File: config.mk
export PLATFORM = sky130hd
export DESIGN_NAME = ika87ad_mc_sequencer
export DESIGN_NICKNAME = d
export VERILOG_FILES = /design/src/rtl/ika87ad_mc_sequencer_pkg.sv /design/src/rtl/ika87ad_mc_sequencer.sv
export SDC_FILE = /design/constraint.sdc
export NUM_CORES = 1
export LEC_CHECK = 0
export ABC_AREA = 1
export CORE_ASPECT_RATIO = 0.75
export CORE_MARGIN = 5
export CORE_UTILIZATION = 30
export CTS_CLUSTER_SIZE = 10
export DETAILED_ROUTE_END_ITERATION = 6
export GPL_TIMING_DRIVEN = 0
export PLACE_DENSITY = 0.68
export SLEW_MARGIN = 25
export SYNTH_ARGS = -nofsm -noshare
export SYNTH_HDL_FRONTEND = slang
export SYNTH_SLANG_ARGS = --single-unit
File: constraint.sdc
create_clock -name i_CLK -period 1.8 [get_ports i_CLK]
set_input_delay 0.18 -clock i_CLK [delete_from_list [all_inputs] [get_ports i_CLK]]
set_output_delay 0.18 -clock i_CLK [all_outputs]
set_load 0.01 [all_outputs]
File: src/rtl/ika87ad_mc_sequencer_pkg.sv
// rtl/ika87ad_mc_sequencer_pkg.sv - microword fields, bus codes, fixed addresses and states for the microcode sequencer
package IKA87AD_mnemonics;

    // Microword field positions
    localparam int MW_TYPE_HI = 17;
    localparam int MW_TYPE_LO = 16;
    localparam int MW_FLAG    = 15;
    localparam int MW_SKIP    = 14;
    localparam int MW_BUS_HI  = 1;
    localparam int MW_BUS_LO  = 0;

    // Bus cycle codes carried in microword bits [1:0]
    localparam logic [1:0] BUS_IDLE = 2'b00;
    localparam logic [1:0] BUS_RD3  = 2'b01;
    localparam logic [1:0] BUS_WR3  = 2'b10;
    localparam logic [1:0] BUS_RD4  = 2'b11;

    // Fixed microcode addresses: instruction-decode parking slot and interrupt routine
    localparam logic [7:0] IRD       = 8'hFE;
    localparam logic [7:0] INT_ENTRY = 8'hF0;

    typedef enum logic [2:0] {
        ST_BOOT   = 3'd0,
        ST_DECODE = 3'd1,
        ST_FETCHW = 3'd2,
        ST_EXEC   = 3'd3,
        ST_BWAIT  = 3'd4
    } seq_state_e;

    // Step index saturates; running past 15 is a microcode bug, not something to recover from
    function automatic logic [3:0] step_inc(input logic [3:0] s);
        return (s == 4'hF) ? s : s + 4'd1;
    endfunction

endpackage

File: src/rtl/ika87ad_mc_sequencer.sv
// rtl/ika87ad_mc_sequencer.sv - microcode sequencer; interrupt entry enabled by IKA87AD_MCSEQ_INT_EN
module ika87ad_mc_sequencer (
    input  logic        i_CLK,
    input  logic        i_RST_n,
    input  logic        i_CEN,
    input  logic [7:0]  i_DECODE_ADDR,
    input  logic        i_OPCODE_VALID,
    input  logic [17:0] i_MCROM_DATA,
    input  logic        i_BUS_DONE,
    input  logic        i_SKIP_COND,
    input  logic        i_INT_REQ,
    output logic        o_MCROM_READ_TICK,
    output logic [7:0]  o_MCROM_ADDR,
    output logic        o_MC_VALID,
    output logic        o_SQUASH,
    output logic        o_FLAG_EN,
    output logic        o_BUS_START,
    output logic [1:0]  o_BUS_CYCLE,
    output logic [3:0]  o_STEP,
    output logic        o_INT_ACK
);
    import IKA87AD_mnemonics::*;

    seq_state_e state_q, state_d;
    logic [7:0] addr_q, addr_d;
    logic       tick_q, tick_d;
    logic [3:0] step_q, step_d;
    logic       squash_q, squash_d;
    logic       skip_q, skip_d;
    logic       start_q, start_d;
    logic [1:0] bus_cycle_q, bus_cycle_d;
    logic       int_ack_q, int_ack_d;

    logic [1:0] mw_bus;
    logic       exec;
    logic       int_take;
    logic       unused_ok;

    assign mw_bus = i_MCROM_DATA[MW_BUS_HI:MW_BUS_LO];
    assign exec   = (state_q == ST_EXEC);

`ifdef IKA87AD_MCSEQ_INT_EN
    // A skipped instruction must run to completion, so the interrupt waits for the next decode
    assign int_take = i_INT_REQ & ~skip_q;
`else
    assign int_take = 1'b0;
`endif

    // Type field is consumed elsewhere; spare bits carry no meaning for sequencing
    assign unused_ok = ^{i_INT_REQ, i_MCROM_DATA[MW_TYPE_HI:MW_TYPE_LO], i_MCROM_DATA[13:2]};

    // State register; reset parks on the decode slot with an RD4 pending
    always_ff @(posedge i_CLK or negedge i_RST_n) begin
        if (!i_RST_n) begin
            state_q     <= ST_BOOT;
            addr_q      <= IRD;
            tick_q      <= 1'b0;
            step_q      <= 4'd0;
            squash_q    <= 1'b0;
            skip_q      <= 1'b0;
            start_q     <= 1'b0;
            bus_cycle_q <= BUS_RD4;
            int_ack_q   <= 1'b0;
        end else begin
            state_q     <= state_d;
            addr_q      <= addr_d;
            tick_q      <= tick_d;
            step_q      <= step_d;
            squash_q    <= squash_d;
            skip_q      <= skip_d;
            start_q     <= start_d;
            bus_cycle_q <= bus_cycle_d;
            int_ack_q   <= int_ack_d;
        end
    end

    // Next state: everything holds while i_CEN is low, pulses clear on the following i_CEN
    always_comb begin
        state_d     = state_q;
        addr_d      = addr_q;
        tick_d      = tick_q;
        step_d      = step_q;
        squash_d    = squash_q;
        skip_d      = skip_q;
        start_d     = start_q;
        bus_cycle_d = bus_cycle_q;
        int_ack_d   = int_ack_q;
        if (i_CEN) begin
            tick_d    = 1'b0;
            start_d   = 1'b0;
            int_ack_d = 1'b0;
            unique case (state_q)
                ST_BOOT: begin
                    start_d     = 1'b1;
                    bus_cycle_d = BUS_RD4;
                    state_d     = ST_BWAIT;
                end
                ST_DECODE: begin
                    if (i_OPCODE_VALID) begin
                        addr_d    = int_take ? INT_ENTRY : i_DECODE_ADDR;
                        int_ack_d = int_take;
                        tick_d    = 1'b1;
                        step_d    = 4'd0;
                        squash_d  = skip_q;
                        skip_d    = 1'b0;
                        state_d   = ST_FETCHW;
                    end
                end
                ST_FETCHW: begin
                    state_d = ST_EXEC;
                end
                ST_EXEC: begin
                    bus_cycle_d = mw_bus;
                    if (i_MCROM_DATA[MW_SKIP] && i_SKIP_COND && !squash_q) begin
                        skip_d = 1'b1;
                    end
                    if (mw_bus == BUS_IDLE) begin
                        addr_d  = addr_q + 8'd1;
                        tick_d  = 1'b1;
                        step_d  = step_inc(step_q);
                        state_d = ST_FETCHW;
                    end else begin
                        state_d = ST_BWAIT;
                    end
                end
                ST_BWAIT: begin
                    if (i_BUS_DONE) begin
                        if (bus_cycle_q == BUS_RD4) begin
                            addr_d  = IRD;
                            state_d = ST_DECODE;
                        end else begin
                            addr_d  = addr_q + 8'd1;
                            tick_d  = 1'b1;
                            step_d  = step_inc(step_q);
                            state_d = ST_FETCHW;
                        end
                    end
                end
                default: begin
                    state_d = ST_BOOT;
                end
            endcase
        end
    end

    assign o_MCROM_READ_TICK = tick_q;
    assign o_MCROM_ADDR      = addr_q;
    assign o_MC_VALID        = exec;
    assign o_SQUASH          = squash_q;
    assign o_FLAG_EN         = exec & i_MCROM_DATA[MW_FLAG] & ~squash_q;
    assign o_BUS_START       = start_q | (exec & (mw_bus != BUS_IDLE));
    assign o_BUS_CYCLE       = exec ? mw_bus : bus_cycle_q;
    assign o_STEP            = step_q;
    assign o_INT_ACK         = int_ack_q;

endmodule

==> results of run 1 <==
-- where the power goes --
| part | internal, mW | switching [mW] | leakage, nW |
|---|---|---|---|
| registers | 0.715 | 0.174 | 0.251 |
| clock network | 0.155 | 0.179 | 0.0255 |
| logic | 0.650 | 0.805 | 0.659 |
-- worst paths after layout --
kind,startpoint,end,slack [ns],cells after the start
worst max-delay path,state_q[2]$_DFFE_PN0P_,o_BUS_CYCLE[0],0.12,7
worst max register to register,state_q[2]$_DFFE_PN0P_,o_SQUASH$_DFFE_PN0P_,0.22,11
max in group asynchronous,i_RST_n,state_q[0]$_DFFE_PN0P_,1.05,2
worst min-delay path,i_RST_n,o_STEP[1]$_DFFE_PN0P_,0.39,2
min in group i_CLK,skip_q$_DFFE_PN0P_,skip_q$_DFFE_PN0P_,0.49,2
worst min register to register,skip_q$_DFFE_PN0P_,skip_q$_DFFE_PN0P_,0.49,2
-- timing repair --
item | CTS | global route
pin swaps | 2 | 1
endpoints found under the hold margin | 0 | 12
hold buffers | 0 | 1
setup endpoints to repair | 5 | 2
setup buffers | 6 | 1
gates resized for setup | 10 | 4
-- cell type report --
type | count | area, um^2 | area share, %
buffer | 5 | 46.3 | 2.40
timing repair buffer | 44 | 400 | 20.8
multi-input combinational | 155 | 759 | 39.4
sequential | 21 | 538 | 27.9
clock buffer | 3 | 41.3 | 2.14
inverter | 18 | 67.6 | 3.50
tap | 57 | 71.3 | 3.70
clock inverter | 1 | 5.00 | 0.259
-- cell families after synthesis --
group | after synthesis | synth area share [%]
fa+ha+maj | 2 | 1.78
xor+xnor | 2 | 1.25
other cells | 1 | 0.267
buf+inv | 23 | 8.10
compound gates | 25 | 9.26
flops | 21 | 38.2
simple gates | 125 | 41.1
-- metal layers --
metal / wire length [um] / vias to the layer above / GRT usage [%]
met4: 37 / 0 / 3.47
met3: 278 / 6 / 3.56
met2: 1590 / 39 / 19.4
met5: 0 / - / 0
li1: - / 729 / -
met1: 1760 / 618 / 17.3
-- state kept, by name, indices dropped and copies added (netlist names) --
name	count
o_MCROM_ADDR	8
o_MCROM_READ_TICK	1
o_SQUASH	1
state_q	3
skip_q	1
start_q	1
bus_cycle_q	2
o_STEP	4
-- critical path: cells and delay by family, from the launching register on --
family | cells | cell delay, ns
buf+inv | 3 | 0.42
simple gates | 4 | 0.42
flops | 1 | 0.38
-- cells in the final DEF, fill, tap and decap left out, types with 3 or more instances in the layout --
cell type        netlist  layout
nand2_1               60      60
clkdlybuf4s50_1        0      30
nand3_1               25      25
nor2_1                20      20
inv_1                 16      16
o21ai_0               16      16
dfrtp_1               12      11
dfstp_2                9       9
buf_4                  1       8
or2_2                  6       6
nand2_2                5       5
a21oi_1                5       5
buf_6                  3       3
buf_2                  1       3
clkbuf_8               0       3
-- per-stage QoR --
step / instances / utilization, % / power (mW)
6_report: 304 / 42.9 / 2.68
5_1_grt: 304 / 42.9 / 2.93
4_1_cts: 302 / 43.0 / 2.71
3_5_place_dp: 292 / 40.9 / 2.35
3_3_place_gp: 292 / 40.9 / 2.31
2_1_floorplan: 199 / - / 1.78
==> summary.md, run 1 <==
| Metric | Value |
|---|---|
| Commonest cells post-synth | nand2_1 (60), nand3_1 (25), nor2_1 (20) |
| Maximum number of pins on one net before global-route repair | 22 |
| Total leakage power | 0.935 nW |
| IO Count | 53 |
| Result of the run | completed |
| Number of synthesis warnings | 0 |
| Number of antenna diodes | 0 |
| Standard-cell rows | 21 |
| Worst hold-check path type | primary input to asynchronous set/reset pin |
| Cts bufs inserted | 3 |
| Clock root buffer | clkbuf_8 |
| Fraction of final layout cells sized beyond drive strength 1 | 19.8% |
| Synth Flop Type | dfrtp_1 |
| Number of max-slew violations in the final report | 0 |
| # port buffers | 36 |
| Vias after detailed routing | 1,392 |
| Number of global-route vias before repair | 1,345 |
| Total of flip-flops plus latches after synthesis | 21 |
| Overall fraction of global-route tracks in use | 12.7% |
| Netlist cell types | 28 |
| Die Wd | 89.0 um |
| Number of max-cap violations | 0 |
| Number of antenna violations at the first check in global routing | 0 |
| Overall routed net length | 3.66 mm |
| Top-area cell type share of the netlist area | 21.4% |
| Final Cycle Share | 93.5% |
| Critical Path Sink Type | output pin |
| Setup violators final | 0 |
| Leading cell type by number of instances after synthesis | nand2_1 |
| Data required time at the worst endpoint | 1.62 ns |
| Starting Density | 31.3% |
| Cell types with the largest area share after synthesis | dfrtp_1 (21%), dfstp_2 (17%), nand2_1 (16%) |
| Syn nets | 234 |
| Post-detail-place hpwl | 2.70 mm |
| Post-route design area | 1930 um^2 |
| Maximum single-stage delay on the critical path | 0.38 ns |
| # DRC | 0 |
| First-pass GRT wire length | 6.25 mm |
| Max frequency | 0.594 GHz |
| Area post-placement | 1840 um^2 |
| Filler cell count | 483 |
| Global-route congestion overflow total | 0 |
| Cell-by-cell trace of the critical path | buf_6 > nor2_4 > nand2_2 > buf_4 > nor2_1 > nor2_1 > buf_2 |
| Worst endpoint data arrival time | 1.50 ns |
| Clock buffer depth | 2 |
| Detail-routed via count per cell | 4.58 |
| Worst Setup Start Kind | flop |
| Post-placement setup slack | 0.0487 ns |
| VDD IR max | 0.600 mV |
| Final worst slack | 0.117 ns |
| Clock transition at the registers of the reported paths | 0.09 ns |
| Worst Path Class, Setup | flop to output pin |
| Setup repair after global routing missed its margin | no |
| Worst slack on hold paths | 0.385 ns |
| Worst-path cell with the longest stage delay | dfrtp_1 |
| Clock tree from TritonCTS | done |
| Clock Latency Late Sink | 0.27 ns |
| Die Span Y | 69.3 um |
| First-pass iteration count of the detailed router | 4 |
| Most frequent cell on the critical path | nor2_1 |
| Time the final worst path needs with I/O delays and setup | 1.68 ns |
| Routed Antenna Nets | 0 |
| Die footprint | 6170 um^2 |
| Core Box Area | 4490 um^2 |
| H-tree Lvls | 1 |
| Setup_tns | 0 ns |
| Area growth from synthesis to layout | 37.3% |
| Average wire length per cell after detail routing | 12.0 um |
| Cell type with the largest total area after synthesis | dfrtp_1 |
| Clk sink count | 21 |
| Final Hold Vio Count | 0 |
| Async set-reset flop share out of synthesis | 100% |
| Register area share after synthesis | 38.2% |
| Maximum fanout encountered on the critical timing path | 8 |
| Final estimated routing congestion in global placement | 0.775 |
| Area of the mapped netlist | 1410 um^2 |
| Total number of nets in the final design | 283 |
| Post-synth EDFFs | 0 |
| Power density over cell area | 1390 nW/um^2 |
| Post-Syn Instances | 199 |
| Synth Area per Inst | 7.06 um^2 |
| Setup clock skew after layout | 0.00470 ns |
| Number of design-rule violations left by the first detailed-router iteration | 66 |
(Power assumes the default switching activity.)
==> inputs of run 2 (changes only) <==
- CELL_PAD_IN_SITES_DETAIL_PLACEMENT: unset -> 1
- CELL_PAD_IN_SITES_GLOBAL_PLACEMENT: unset -> 2
- CORE_UTILIZATION: 30 -> 23
- PLACE_DENSITY: 0.68 -> 0.89
==> run 2 against run 1 <==
The flow now finishes with violations (negative setup slack). Worst hold slack gained 0.039 ns. Global-route usage shrank 0.85 points. Clock skew shrank 0.0023 ns. Power grew 6.7%. Combinational power grew 12%. Worst setup slack lost 0.13 ns. Largest cell class unchanged. Utilization shrank 7.9 points. Flip-flop and latch count is the same. Critical path type is now flop to flop. Sequential share of layout area shrank 1.8 points. Maximum frequency shrank 7.0%.
==> summary.md, run 2 (synthesis results as in run 1) <==
| Metric | Value |
|---|---|
| Result of the run | complete, but fails checks |
| Violations in the final reports | negative setup slack |
| Final Hold Vio Count | 0 (unchanged) |
| Worst Setup Start Kind | flop |
| Overall fraction of global-route tracks in use | 11.8% (-0.85 points) |
| Overall power | 2.86 mW (+6.7%) |
| Final estimated routing congestion in global placement | 0.806 (+4.1%) |
| Number of antenna diodes | 0 (unchanged) |
| Most frequent cell on the critical path | buf_4 |
| Die footprint | 7790 um^2 (+26%) |
| Maximum fanout encountered on the critical timing path | 4 (-4) |
| IO Count | 53 (unchanged) |
| Number of antenna violations at the first check in global routing | 0 (unchanged) |
| Total number of nets in the final design | 293 (+3.5%) |
| # DRC | 0 (unchanged) |
| Placed cells | 313 (+7.2%) |
| Cts bufs inserted | 3 (unchanged) |
| Slew at the pin closest to its max-slew limit | 0.522 ns |
| H-tree Lvls | 1 (unchanged) |
| VDD IR max | 0.431 mV (-28%) |
| Clock Latency Late Sink | 0.26 ns (about the same) |
| Starting Density | 23.9% (-7.4 points) |
| Leading cell type in the layout, fill and taps excluded | nand2_1 |
| Power density over cell area | 1390 nW/um^2 (-0.13%) |
| Multi-input gate area | 788 um^2 (+3.8%) |
| Cell-by-cell trace of the critical path | buf_6 > inv_2 > nand2_4 > nor2_4 > buf_4 > buf_4 > buf_4 > buf_4 > buf_4 > buf_4 > buf_4 > a21oi_2 > o21ai_1 |
| Clock transition at the registers of the reported paths | 0.08 ns (about the same) |
| Area growth from synthesis to layout | 46.7% |
| Setup_tns | -0.0100 ns (-0.0100 ns) |
| Number of max-slew violations in the final report | 0 (unchanged) |
| Highest-count cells in the layout ignoring fill and taps | nand2_1 (59), clkdlybuf4s50_1 (30), nand3_1 (25), nor2_1 (19), buf_4 (18) |
| Setup repair after global routing missed its margin | yes |
| Die Span Y | 77.7 um (+12%) |
| Overall routed net length | 4.50 mm (+23%) |
| Filler cell count | 745 (+54%) |
| Kind of cell adding the most delay to the critical path | buffers and inverters |
| Number of max-cap violations | 0 (unchanged) |
| Routed Antenna Nets | 0 (unchanged) |
| Final worst slack | -0.0100 ns (-0.127 ns) |
| Post-placement setup slack | 0.0264 ns (-0.0223 ns) |
| Clk sink count | 21 (unchanged) |
| Layout Cells excl Fill | 335 (+10%) |
| Setup clock skew after layout | 0.00237 ns (-0.00232 ns) |
| Die Wd | 100 um (+13%) |
| Vias after detailed routing | 1,479 (+6.3%) |
| Number of design-rule violations left by the first detailed-router iteration | 26 (-61%) |
| Worst-path cell with the longest stage delay | dfrtp_1 |
| Headroom to the max-slew limit | 65.2% |
| Number of global-route vias before repair | 1,548 (+15%) |
| Clock tree from TritonCTS | done |
| Post-detail-place hpwl | 3.22 mm (+19%) |
| Setup violators final | 1 (+1) |
| Total leakage power | 0.990 nW (+5.8%) |
| Core Box Area | 5890 um^2 (+31%) |
| Maximum number of pins on one net before global-route repair | 22 (unchanged) |
| First-pass iteration count of the detailed router | 4 (unchanged) |
| Global-route congestion overflow total | 0 (unchanged) |
| Total area of sequential cells | 538 um^2 (unchanged) |
| Worst Path Class, Setup | flop to flop |
| Worst endpoint data arrival time | 1.96 ns (+0.46 ns) |
| # port buffers | 36 (unchanged) |
| Util after Layout | 35.0% (-7.9 points) |
| Endpoint of the worst register-to-register path | state_q[2]$_DFFE_PN0P_ |
| Data required time at the worst endpoint | 1.95 ns (+0.33 ns) |
| Fraction of final layout cells sized beyond drive strength 1 | 24.1% (+4.3 points) |
| Flip-flop count of the largest register, all copies and words added | 8 (unchanged) |
| Worst hold-check path type | primary input to asynchronous set/reset pin |
| First-pass GRT wire length | 7.42 mm (+19%) |
| Max frequency | 0.552 GHz (-7.0%) |
| Standard-cell rows | 24 (+14%) |
| Worst R2R Setup Slack | -0.01 ns (-0.23 ns) |
| Critical Path Sink Type | flop |
| Depth of the worst register-to-register path | 13 (+2) |
| Bufs and invs on worst path | 9 (+6) |
| Time the final worst path needs with I/O delays and setup | 1.81 ns (+0.127 ns) |
| Average wire length per cell after detail routing | 13.4 um (+11%) |
| Clock buffer depth | 2 (unchanged) |
| Clock root buffer | clkbuf_8 |
| Final Cycle Share | 101% (+7.1 points) |
| Detail-routed via count per cell | 4.41 (-3.6%) |
| Reg2Reg Launch Point | state_q[2]$_DFFE_PN0P_ |
| Maximum single-stage delay on the critical path | 0.35 ns (-0.03 ns) |
[run 2: layer usage]
metal | global-route usage [%] | part of all wire [%]
met2 | 18.9 | 45
met4 | 2.15 | 0.91
met5 | 0 | 0
met1 | 15.8 | 49
met3 | 3.76 | 5.3
[run 2: stage by stage]
stage	hold WS, ns	area (um^2)
finish	0.424	2060
global placement	0.462	1860
floorplan	-0.116	1410
detailed placement	0.191	1860
global route	0.471	2060
CTS	0.439	2020
[run 2: repair_timing]
| item | 4_1_cts | 5_1_grt |
|---|---|---|
| endpoints found under the setup margin | 5 | 7 |
| gates cloned | 0 | 0 |
| pin swaps | 2 | 3 |
| hold buffers | 1 | 0 |
| setup buffers | 13 | 4 |
| gates resized for setup | 15 | 8 |
| hold endpoints to repair | 12 | 0 |
[run 2: layout make-up]
type	instances	share of cell area, %
inverters	18	3.28
flip-flops and latches	21	26.1
repair buffers	54	23.2
clock buffers	4	2.18
well taps	78	4.73
plain buffers	5	2.25
multi-input cells	155	38.2
[run 2: power breakdown]
part	leakage [nW]	internal [mW]	switching [mW]	total, mW
Combinational	0.716	0.731	0.896	1.63
Sequential	0.251	0.716	0.188	0.903
Clock	0.0228	0.158	0.170	0.329
[run 2: worst reg2reg max path, delay by kind of cell, from the launching register on]
kind	cells	cell delay [ns]
AND/OR/NAND/NOR	2	0.14
flip-flops	1	0.35
buffers and inverters	9	1.03
AO/OA/AOI/OAI	2	0.19
[run 2: how the worst max path moves through the flow]
stage                                 startpoint                     end  slack [ns]  cells past startpoint
after CTS                 state_q[2]$_DFFE_PN0P_             o_BUS_START       -0.03                      9
after floorplan           state_q[2]$_DFFE_PN0P_   o_STEP[3]$_DFFE_PN0P_        0.39                     10
after global placement           i_MCROM_DATA[1]             o_BUS_START        0.04                      5
final                     state_q[2]$_DFFE_PN0P_  state_q[2]$_DFFE_PN0P_       -0.01                     13
after global routing      state_q[2]$_DFFE_PN0P_  state_q[2]$_DFFE_PN0P_       -0.10                     13
after detailed placement         i_MCROM_DATA[1]             o_BUS_START        0.03                      5
==> inputs of run 3 (changes only) <==
- GPL_TIMING_DRIVEN: 0 -> 1
==> run 3 against run 2 <==
The flow now finishes without violations. Clock skew grew 0.0016 ns. Count of clock-buffer cells in the layout decreased by 1. Sequential power rose by 2%. First-iteration DRC count is 62% higher. Wire length shrank 5.4%. Maximum frequency rose by 7.4%. Non-clock buffer count is 12 lower. Critical path depth down 7. Largest cell class unchanged.
==> summary.md, run 3 (synthesis results as in run 1) <==
| Metric | Value |
|---|---|
| Total leakage power | 0.925 nW (-6.5%) |
| Critical Path Sink Type | output pin |
| Clock Latency Late Sink | 0.27 ns (about the same) |
| Starting Density | 23.9% (unchanged) |
| Vias after detailed routing | 1,435 (-3.0%) |
| Die Wd | 100 um (unchanged) |
| Clock tree from TritonCTS | done |
| Maximum fanout encountered on the critical timing path | 6 (+2) |
| Die footprint | 7790 um^2 (unchanged) |
| Final Cycle Share | 93.7% (-6.9 points) |
| Die Span Y | 77.7 um (unchanged) |
| Instance count on the critical path | 6 (-7) |
| Filler cell count | 754 (+1.2%) |
| Worst-path cell with the longest stage delay | dfrtp_1 |
| Worst Setup Start Kind | flop |
| First-pass GRT wire length | 7.25 mm (-2.3%) |
| Endpoint of the worst register-to-register path | o_MCROM_ADDR[7]$_DFFE_PN1P_ |
| Setup repair after global routing missed its margin | no |
| Number of design-rule violations left by the first detailed-router iteration | 42 (+62%) |
| Clock root buffer | clkbuf_8 |
| Worst hold-check path type | primary input to asynchronous set/reset pin |
| Number of antenna diodes | 0 (unchanged) |
| Worst setup path end | o_BUS_START |
| Cts bufs inserted | 3 (unchanged) |
| Final estimated routing congestion in global placement | 0.778 (-3.5%) |
| # DRC | 0 (unchanged) |
| Cell Int Power | 1.52 mW (-5.0%) |
| Reg2Reg Launch Point | state_q[0]$_DFFE_PN0P_ |
| Routed Antenna Nets | 0 (unchanged) |
| Global-route congestion overflow total | 0 (unchanged) |
| # port buffers | 36 (unchanged) |
| Clk sink count | 21 (unchanged) |
| Leading cell type in the layout, fill and taps excluded | nand2_1 |
| Kind of cell adding the most delay to the critical path | simple AND/OR/NAND/NOR gates |
| Setup_tns | 0 ns (+0.0100 ns) |
| Average wire length per cell after detail routing | 13.2 um (-1.9%) |
| First-pass iteration count of the detailed router | 4 (unchanged) |
| IO Count | 53 (unchanged) |
| Clock transition at the registers of the reported paths | 0.09 ns (about the same) |
| Fraction of final layout cells sized beyond drive strength 1 | 19.2% (-4.9 points) |
| Cell-by-cell trace of the critical path | inv_2 > nand2_2 > nor2_4 > nand2_2 > nand2_1 > dlygate4sd2_1 |
| Total area of sequential cells | 539 um^2 (+0.23%) |
| Share of power burned in the clock network | 12.3% (+0.8 points) |
| Worst endpoint data arrival time | 1.51 ns (-0.45 ns) |
| Number of max-slew violations in the final report | 0 (unchanged) |
| Highest-count cells in the layout ignoring fill and taps | nand2_1 (59), clkdlybuf4s50_1 (31), nand3_1 (25), nor2_1 (20), o21ai_0 (16) |
| Post-placement setup slack | 0.0213 ns (-0.00511 ns) |
| Sequential share of power | 33.8% (+2.2 points) |
| Number of global-route vias before repair | 1,498 (-3.2%) |
| Maximum single-stage delay on the critical path | 0.44 ns (+0.09 ns) |
| Setup clock skew after layout | 0.00393 ns (+0.00156 ns) |
| H-tree Lvls | 1 (unchanged) |
| Post-detail-place hpwl | 3.26 mm (+1.0%) |
| Area growth from synthesis to layout | 38.8% |
| Time the final worst path needs with I/O delays and setup | 1.69 ns (-0.124 ns) |
| Total number of nets in the final design | 281 (-4.1%) |
| Most frequent cell on the critical path | nand2_2 |
| Detail-routed via count per cell | 4.44 (+0.63%) |
| Bufs and invs on worst path | 2 (-7) |
| Depth of the worst register-to-register path | 9 (-4) |
| Part of the power in combinational logic | 53.9% (-3.0 points) |
| Setup violators final | 0 (-1) |
| Overall routed net length | 4.25 mm (-5.4%) |
| Multi-input gate area | 762 um^2 (-3.3%) |
| Overall power | 2.73 mW (-4.5%) |
| Result of the run | completed |
| Maximum number of pins on one net before global-route repair | 22 (unchanged) |
| Switching power as a share of total power | 44.1% (+0.28 points) |
| Final Hold Vio Count | 0 (unchanged) |
| Power density over cell area | 1400 nW/um^2 (+0.93%) |
| Standard-cell rows | 24 (unchanged) |
| Core Box Area | 5890 um^2 (unchanged) |
| VDD IR max | 0.469 mV (+8.8%) |
| Worst R2R Setup Slack | 0.14 ns (+0.15 ns) |
| Crit. Startpoint | state_q[2]$_DFFE_PN0P_ |
| Number of max-cap violations | 0 (unchanged) |
| Overall fraction of global-route tracks in use | 11.3% (-0.47 points) |
| Flip-flop count of the largest register, all copies and words added | 8 (unchanged) |
| Net switching component of the power | 1.20 mW (-3.9%) |
| Worst Path Class, Setup | flop to output pin |
| Max frequency | 0.593 GHz (+7.4%) |
| Number of antenna violations at the first check in global routing | 0 (unchanged) |
| Final worst slack | 0.114 ns (+0.124 ns) |
| Data required time at the worst endpoint | 1.62 ns (-0.33 ns) |
| Clock buffer depth | 2 (unchanged) |
[run 3: cell count changes in the layout (fill, tap and decap cells not counted), moves of 2 or more]
cell | before | now
buf_4 | 18 | 11
nand2_4 | 3 | 1
nand2_2 | 4 | 6
buf_2 | 4 | 0
buf_6 | 3 | 0
nor2_4 | 4 | 2
[run 3: repair_timing]
| item | in CTS | in global routing |
|---|---|---|
| buffers inserted | 3 | 2 |
| gates resized for setup | 8 | 3 |
| setup endpoints to repair | 5 | 5 |
| hold buffers | 0 | 0 |
| pin swaps | 1 | 1 |
[run 3: power groups by stage]
stage	clock network (mW)	registers, mW	logic, mW
6_report	0.335	0.922	1.47
5_1_grt	0.362	0.959	1.66
4_1_cts	0.352	0.926	1.48
3_5_place_dp	0	0.927	1.47
3_3_place_gp	0	0.921	1.43
2_1_floorplan	0	0.919	0.862
[run 3: layout make-up]
type | count | area share [%]
Inverter | 18 | 3.46
Multi-Input combinational cell | 155 | 39.1
Clock buffer | 3 | 2.12
Sequential cell | 21 | 27.6
Timing Repair Buffer | 47 | 22.5
Clock inverter | 1 | 0.257
Tap cell | 78 | 5.00
[run 3: metrics by stage]
stage                     instance area, um^2  cells  util (%)  hold WS (ns)
after floorplan                          1410    199         -        -0.116
after global placement                   1860    314      31.6         0.464
after detailed placement                 1860    314      31.6         0.472
after CTS                                1930    321      32.8         0.268
after global routing                     1950    323      33.1         0.314
final                                    1950    323      33.1         0.260
[run 3: layer usage]
layer  track usage, %  share of wire (%)  up-vias
met5                0                  0        -
met4             1.62               0.42        0
met3             2.60                3.7        2
met2             18.6                 45       25
met1             15.6                 51      680
li1                 -                  -      728
[run 3: worst min-delay path by stage]
stage	slack, ns	startpoint	endpoint
2_1_floorplan	-0.12	i_RST_n	o_MCROM_ADDR[0]$_DFFE_PN0P_
6_report	0.26	i_RST_n	start_q$_DFFE_PN0P_
5_1_grt	0.31	i_RST_n	state_q[0]$_DFFE_PN0P_
4_1_cts	0.27	i_RST_n	o_MCROM_READ_TICK$_DFFE_PN0P_
3_3_place_gp	0.46	skip_q$_DFFE_PN0P_	skip_q$_DFFE_PN0P_
3_5_place_dp	0.47	skip_q$_DFFE_PN0P_	skip_q$_DFFE_PN0P_
